<file path="src/rtl/decoder_seq_pkg.sv">
// Shared types and sizing helpers for the decoder_seq select sequencer.
package decoder_seq_pkg;

  // Request mode carried on the mode input.
  typedef enum logic {
    MODE_DIRECT = 1'b0,
    MODE_SCAN   = 1'b1
  } mode_e;

  // Sequencer FSM: IDLE accepts requests, SCAN walks the one-hot output.
  typedef enum logic {
    ST_IDLE = 1'b0,
    ST_SCAN = 1'b1
  } state_e;

  // Default select code width.
  localparam int DEFAULT_IN_W = 3;

  // Number of output lines for a given select code width.
  function automatic int out_w_of(input int in_w);
    return 1 << in_w;
  endfunction

endpackage

</file>
<file path="src/rtl/decoder_onehot.sv">
// Combinational IN_W -> 2**IN_W one-hot decoder with enable.
// With en low the output is all-zero.
module decoder_onehot #(
  parameter int IN_W  = 3,
  parameter int OUT_W = 2 ** IN_W
) (
  input  logic [IN_W-1:0]  sel,
  input  logic             en,
  output logic [OUT_W-1:0] onehot
);

  // Drive the selected line when enabled, all others low.
  always_comb begin
    // NOTE: default every combinational output first so no path leaves it unassigned (no latch).
    onehot = '0;
    if (en) begin
      onehot[sel] = 1'b1;
    end
  end

endmodule

</file>
<file path="src/rtl/decoder_seq.sv">
// Registered one-hot decoder with valid/ready request handshake and a SCAN
// mode that walks the select line across consecutive indices (wrapping).
// Optional build macro DECODER_SEQ_ONEHOT_CHECK_EN adds the onehot_err output,
// a registered flag raised one cycle after dout is not a legal one-hot value.
module decoder_seq
  import decoder_seq_pkg::*;
#(
  parameter int IN_W  = DEFAULT_IN_W,
  parameter int OUT_W = out_w_of(IN_W),
  parameter int CNT_W = IN_W + 1
) (
  input  logic             clk,
  input  logic             rst,
  input  logic             in_valid,
  output logic             in_ready,
  input  logic             mode,
  input  logic [IN_W-1:0]  din,
  input  logic             en,
  input  logic [CNT_W-1:0] scan_len,
  output logic [OUT_W-1:0] dout,
  output logic             dout_valid,
  output logic             scan_done
`ifdef DECODER_SEQ_ONEHOT_CHECK_EN
  ,
  output logic             onehot_err
`endif
);

  state_e           state, state_d;
  logic [IN_W-1:0]  idx, idx_d;     // index currently shown during SCAN
  logic [CNT_W-1:0] rem, rem_d;     // steps left including the one shown
  logic [OUT_W-1:0] dout_d;
  logic             dout_valid_d;
  logic             scan_done_d;

  logic             accept;
  logic             scan_start;
  logic             req_hot;        // request should produce a set bit
  logic [IN_W-1:0]  idx_next;
  logic [IN_W-1:0]  dec_sel;
  logic             dec_en;
  logic [OUT_W-1:0] dec_out;

  assign in_ready = (state == ST_IDLE);
  assign accept   = in_valid && in_ready;

  // A SCAN request with en low or zero length degrades to a disabled DIRECT.
  assign scan_start = (mode_e'(mode) == MODE_SCAN) && en && (scan_len != '0);
  assign req_hot    = en && !((mode_e'(mode) == MODE_SCAN) && (scan_len == '0));

  // Natural IN_W-bit overflow gives the OUT_W-1 -> 0 wrap.
  assign idx_next = idx + IN_W'(1);

  // In SCAN the decoder prepares the next step; in IDLE it decodes the request.
  assign dec_sel = (state == ST_SCAN) ? idx_next : din;
  assign dec_en  = (state == ST_SCAN) ? 1'b1 : req_hot;

  decoder_onehot #(
    .IN_W  (IN_W),
    .OUT_W (OUT_W)
  ) u_onehot (
    .sel    (dec_sel),
    .en     (dec_en),
    .onehot (dec_out)
  );

  // Next-state and next-output logic; outputs return to zero when nothing is presented.
  always_comb begin
    state_d      = state;
    idx_d        = idx;
    rem_d        = rem;
    dout_d       = '0;
    dout_valid_d = 1'b0;
    scan_done_d  = 1'b0;
    case (state)
      ST_IDLE: begin
        if (accept) begin
          dout_d       = dec_out;
          dout_valid_d = 1'b1;
          if (scan_start) begin
            state_d     = ST_SCAN;
            idx_d       = din;
            rem_d       = scan_len;
            scan_done_d = (scan_len == CNT_W'(1));
          end
        end
      end
      ST_SCAN: begin
        if (rem != CNT_W'(1)) begin
          dout_d       = dec_out;
          dout_valid_d = 1'b1;
          idx_d        = idx_next;
          rem_d        = rem - CNT_W'(1);
          scan_done_d  = (rem == CNT_W'(2));
        end else begin
          state_d = ST_IDLE;
        end
      end
      default: state_d = ST_IDLE;
    endcase
  end

  // FSM state register.
  always_ff @(posedge clk) begin
    // NOTE: sequential state uses non-blocking assignments so all registers update together.
    if (rst) begin
      state <= ST_IDLE;
    end else begin
      state <= state_d;
    end
  end

  // Output and scan-position registers.
  always_ff @(posedge clk) begin
    if (rst) begin
      idx        <= '0;
      rem        <= '0;
      dout       <= '0;
      dout_valid <= 1'b0;
      scan_done  <= 1'b0;
    end else begin
      idx        <= idx_d;
      rem        <= rem_d;
      dout       <= dout_d;
      dout_valid <= dout_valid_d;
      scan_done  <= scan_done_d;
    end
  end

`ifdef DECODER_SEQ_ONEHOT_CHECK_EN
  logic hot_q;      // dout currently shown was expected to carry one set bit
  logic multi_hot;

  assign multi_hot = (dout & (dout - OUT_W'(1))) != '0;

  // Flag a multi-hot dout, or an empty dout where a set bit was expected.
  always_ff @(posedge clk) begin
    if (rst) begin
      hot_q      <= 1'b0;
      onehot_err <= 1'b0;
    end else begin
      hot_q      <= dout_valid_d && dec_en;
      onehot_err <= multi_hot || ((dout == '0) && dout_valid && hot_q);
    end
  end
`endif

endmodule

</file>
<file path="config.mk">
export PLATFORM = sky130hd
export DESIGN_NAME = decoder_seq
export DESIGN_NICKNAME = d
export VERILOG_FILES = /design/src/rtl/decoder_seq_pkg.sv /design/src/rtl/decoder_onehot.sv /design/src/rtl/decoder_seq.sv
export SDC_FILE = /design/constraint.sdc
export NUM_CORES = 1
export LEC_CHECK = 0
export BUFFER_PORTS_ARGS = -buffer_cell sky130_fd_sc_hd__clkbuf_2
export CORE_MARGIN = 2
export CORE_UTILIZATION = 40
export CTS_CLUSTER_SIZE = 12
export DETAILED_ROUTE_END_ITERATION = 6
export MAX_ROUTING_LAYER = met4
export PLACE_DENSITY = 0.68
export SETUP_SLACK_MARGIN = 0.02
export SYNTH_ARGS = -nofsm -noshare
export SYNTH_HDL_FRONTEND = slang
export SYNTH_SLANG_ARGS = --single-unit
</file>
<file path="constraint.sdc">
create_clock -name clk -period 3.2 [get_ports clk]
set_clock_uncertainty 0.15 [all_clocks]
set_input_delay 0.64 -clock clk [delete_from_list [all_inputs] [get_ports clk]]
set_output_delay 0.64 -clock clk [all_outputs]
set_load 0.05 [all_outputs]
</file>
======== Word-level counts from Yosys, hierarchy flattened ========
Cells that the tools add are included.
storage, ports and cells
  register bits after elaboration ......... 18
  input port bits ......................... 12
  output and inout port bits .............. 11
cells by class
  $add $sub $neg .......................... 2
  magnitude comparators ................... 2
  equality and inequality tests ........... 6
  multiplexer cells ....................... 26
  bitwise logic cells ..................... 1
  reductions and logical operators ........ 10
operator list
  kind                                                               number
  2-to-1 mux 8 bit                                                   3
  case mux 8 bit (2 select lines)                                    1
  2-to-1 mux 3 bit                                                   4
  2-to-1 mux 4 bit                                                   3
  2-to-1 mux 1 bit                                                   9
  case mux 4 bit (2 select lines)                                    1
  logical AND 1 bit                                                  6
  != test 2 x 1 -> 1 bit, second input constant                      3
  case mux 1 bit (2 select lines)                                    3
  case mux 3 bit (2 select lines)                                    1
  equality test 4 x 1 -> 1 bit, second input constant                1
  equality test 4 x 2 -> 1 bit, second input constant                1
  zero test 4 bit                                                    1
  < comparator 3 x 4 -> 1 bit, second input constant                 1
  != test 4 x 1 -> 1 bit, second input constant                      1
  nonzero test 4 bit                                                 1
  subtractor 4 x 1 -> 4 bit, second input constant                   1
  adder 3 x 1 -> 3 bit, second input constant                        1
  demux 1 bit (select 3 bit)                                         1
  greater-or-equal comparator 3 x 1 -> 1 bit, second input constant  1
  AND reduction 3 bit                                                1
  zero test 1 bit                                                    1
  inverter 1 bit                                                     1

======== Longest topological paths before layout ========
  depth in word-level cells ............... 9
  gate-level depth with buffers ........... 6
  gate-level depth less buffers ........... 6

======== Hierarchy ========
A second synthesis with hierarchy kept.
second synthesis, totals
  cells, all modules ...................... 88
  area total of the unflattened synthesis .. 888.4 um^2
by module, submodules not included
  module          instances  cells an instance  area an instance (um^2)  sequential area each (um^2)
  decoder_seq     1          80                 792.0                    360.3
  decoder_onehot  1          8                  96.3                     0.0

======== Worst setup path after synthesis ========
No wires, ideal clock.
  path type ............................... in2reg
  start ................................... input scan_len[2]
  end ..................................... register dout[2]
  library setup time ...................... 126 ps
  arrival time ............................ 1435 ps
  path slack .............................. 1489 ps
  stages on the path ...................... 4
  buffers on the path ..................... 0
  cell sequence ........................... nor4_4 > a21oi_1 > o211ai_2 > nor3_1
between the ends
  cells in the longest elaborated chain, start to end .. 8
  elaborated cells between the ends (all ways) .. 9
RTL lines
  element                              line                                  source
  start: declaration                   decoder_seq.sv:19                     input logic [CNT_W-1:0] scan_len,
  zero test 4 bit (*)                  decoder_seq.sv:49                     assign req_hot = en && !((mode_e'(mode) == MODE_SCAN) && (scan_len == '0));
  logical AND 1 bit (*)                decoder_seq.sv:49
  zero test 1 bit (*)                  decoder_seq.sv:49
  logical AND 1 bit (*)                decoder_seq.sv:49
  2-to-1 mux 1 bit (*)                 decoder_seq.sv:56                     assign dec_en = (state == ST_SCAN) ? 1'b1 : req_hot;
  2-to-1 mux 8 bit (*)                 decoder_onehot.sv:16                  if (en) begin
  2-to-1 mux 8 bit (on tied branches)  decoder_seq.sv:89, decoder_seq.sv:77
  case mux 8 bit (2 select lines) (*)  decoder_seq.sv:75                     case (state)
  end signal: assignment               decoder_seq.sv:124                    dout <= dout_d;
  end: declaration                     decoder_seq.sv:20                     output logic [OUT_W-1:0] dout,
Every way passes the cells marked *; elsewhere a longest branch is shown, timed or not.
A chain may end at the register's enable or synchronous reset.

======== Worst setup path after layout ========
  start ................................... register state
  end ..................................... output in_ready
between the ends
  cells in the longest elaborated chain, start to end .. 1
RTL lines
  element                   line                source
  start: declaration        decoder_seq.sv:29   state_e state, state_d;
  start signal: assignment  decoder_seq.sv:109  state <= state_d;
  inverter 1 bit            --
  end: declaration          decoder_seq.sv:15   output logic in_ready,
No other way between the ends.

==> metrics.yaml <==
outcome:
  outcome: "complete, no violations"
setup_path:
  end_kind: "primary output"
  cp_data_required_time_ns: 2.41
  cp-start-kind: "register"
  critPathKind: "register to primary output"
  path_max_fanout: 14
  crit_arrival_ns: 1.50
clock_network:
  cts_hold_buf: 0
  cts_tree: "done"
  clock_latency_ns: 0.29
  cts_buffer_depth: 2
  h-tree-depth: 1
  cts_resized: 0
  cts_buffers: 3
  postCtsSetupRepairBufs: 0
  cts_sinks: 18
  path_clk_slew_ns: 0.10
  cts_root_buffer: "clkbuf_4"
floorplan:
  core_mm2: 0.002022
  die_width_um: 50.76
  rows: 16
  die_y_um: 50.76
  dieArea_mm2: 0.002577
  start_util: 0.4325
  pin_count: 23
power_and_ir_drop:
  powerDensity_mw_per_mm2: 450.0
  clkPwrFrac: 0.290
  power_frac_seq: 0.518
  p_comb_frac: 0.192
  switching_share: 0.2822
  max-vdd-ir-drop_uv: 226.1
  switchingPower_uw: 132.5
  leakage_uw: 0.0004377
  p_int_uw: 337.1
routing:
  vias: 721
  ant_nets: 0
  dr.pass1.iters: 4
  wl_mm: 1.680
  drcViolationCount: 0
  via_per_inst: 5.077
  drt-initial-drc-count: 14
  wl_per_cell_um: 11.83
synth:
  synth_area_leaders: "dfxtp_1 (41%), ha_1 (5.7%), nor2_1 (5.6%)"
  yosysTopAreaCellShare: 0.4120
  ys_ff_latch: 18
  netlist_instances: 91
  syn_avg_cell_area_um2: 9.611
  yosysUniqueCellTypes: 31
  syn-cell-area_um2: 874.6
  synth_top_area_cell: "dfxtp_1"
  yosysWarnings: 0
  syn_nets: 107
  yosysSeqAreaShare: 0.4120
layout:
  drive_gt1_frac: 0.3304
  fin_nets: 132
  insertedDiodeCount: 0
  layout_commonest_cell: "clkbuf_2"
  layout_common_cells: "clkbuf_2 (22), dfxtp_1 (18), nor2_1 (13)"
  fin_util: 0.5161
  synthToLayoutAreaGrowth_pct: 19.31
grt:
  grt_use_total: 0.1581
  grt_remaining_overflow: 0
  grt_pass1_vias: 690
  antenna_found_initial: 0
  grt_pass1_wl_mm: 2.946
  grt_max_degree: 15
flow_run:
  maxCapViolCount: 0
placed_design:
  hpwl_mm: 1.335
  place.gp.congestion: 0.7757
  numPortBuffers: 22
sta:
  setup_viol: 0
  hold_violations: 0
  max_freq_mhz: 437.5
  max_slew_margin: 0.6121
  finalMaxSlewViolations: 0
  tightestPinTransition_ns: 0.5811
  min_period_ns: 2.286
  tns_ns: 0
  min_period_over_period: 0.7143
  rsz0062_at_grt: "false"
min_path:
  holdCritPathClass: "register to register"
==> critical path, stage by stage (launching register included) <==
cell and delay [ns]:
dfxtp_1 0.70, inv_2 0.21, clkbuf_2 0.29
==> flip-flops by register name, summed over array words and instances (netlist names) <==
| signal | flops |
|---|---|
| dout | 8 |
| dout_valid | 1 |
| idx | 3 |
| rem | 4 |
| scan_done | 1 |
| state | 1 |
==> cell usage after synthesis (all sizes together) <==
master / n
nand2b: 1
nor2: 13
ha: 4
or3b: 1
nor4: 2
nand2: 9
nand3b: 1
mux2i: 2
clkbuf: 1
nor2b: 1
a221oi: 1
nor3: 5
a31oi: 1
mux2: 2
nand4b: 1
a22o: 1
dfxtp: 18
a2bb2oi: 1
inv: 5
o2bb2ai: 2
xnor2: 1
o21ai: 3
o211ai: 3
a21oi: 9
buf: 1
a211oi: 2
==> area by class of cell <==
| type | instances | area (µm²) |
|---|---|---|
| Clock buffer | 4 | 36.28 |
| Fill cell | 181 | 978.4 |
| Inverter | 5 | 18.77 |
| Multi-Input combinational cell | 66 | 484.2 |
| Sequential cell | 18 | 360.3 |
| Tap cell | 27 | 33.78 |
| Timing Repair Buffer | 22 | 110.1 |
==> power by group through the flow <==
stage	combinational [µW]	sequential, µW	clock (µW)
detailed placement	90.3	248	0
global placement	88.3	248	0
finish	90.0	243	136
floorplan	58.5	255	0
global route	99.3	245	156
CTS	90.6	243	140
==> cell families (layout without fill, tap and decap cells) <==
family                   count (synthesis)  count (layout)  synth area share
AND/OR/NAND/NOR                         34              34            0.2175
AO/OA/AOI/OAI                           23              23            0.2203
flip-flops                              18              18            0.4120
buffers and inverters                    7              31           0.03432
adder cells (fa/ha/maj)                  4               4           0.05723
multiplexers                             4               4           0.04864
XOR/XNOR                                 1               1           0.01002
==> through the flow <==
stage / total power (µW) / std cells / setup slack [ns] / hold slack [ns] / instance area [µm²]
2_1_floorplan: 313.3 / 91 / 1.489 / 0.2943 / 874.6
3_3_place_gp: 336.3 / 138 / 1.237 / 0.3100 / 1007
3_5_place_dp: 338.8 / 138 / 1.213 / 0.3238 / 1007
4_1_cts: 473.9 / 142 / 0.9228 / 0.3374 / 1044
5_1_grt: 499.9 / 142 / 0.8229 / 0.3609 / 1044
6_report: 469.6 / 142 / 0.9142 / 0.3302 / 1044
==> path summary, 6_finish.rpt <==
path / from / endpoint / slack [ns] / cells past startpoint
setup reg to reg: state / dout[0] / 1.27 / 4
setup / recovery: state / in_ready / 0.91 / 2
hold / removal: idx[2] / idx[2] / 0.33 / 2
hold reg to reg: idx[2] / idx[2] / 0.33 / 2
==> routing by layer <==
metal / routed length, µm / global-route usage
met1: 788 / 0.1861
met2: 800 / 0.2434
met3: 42 / 0.02976
met4: 48 / 0.1081
met5: 0 / -
No activity file was read; power rests on OpenSTA's default activity.
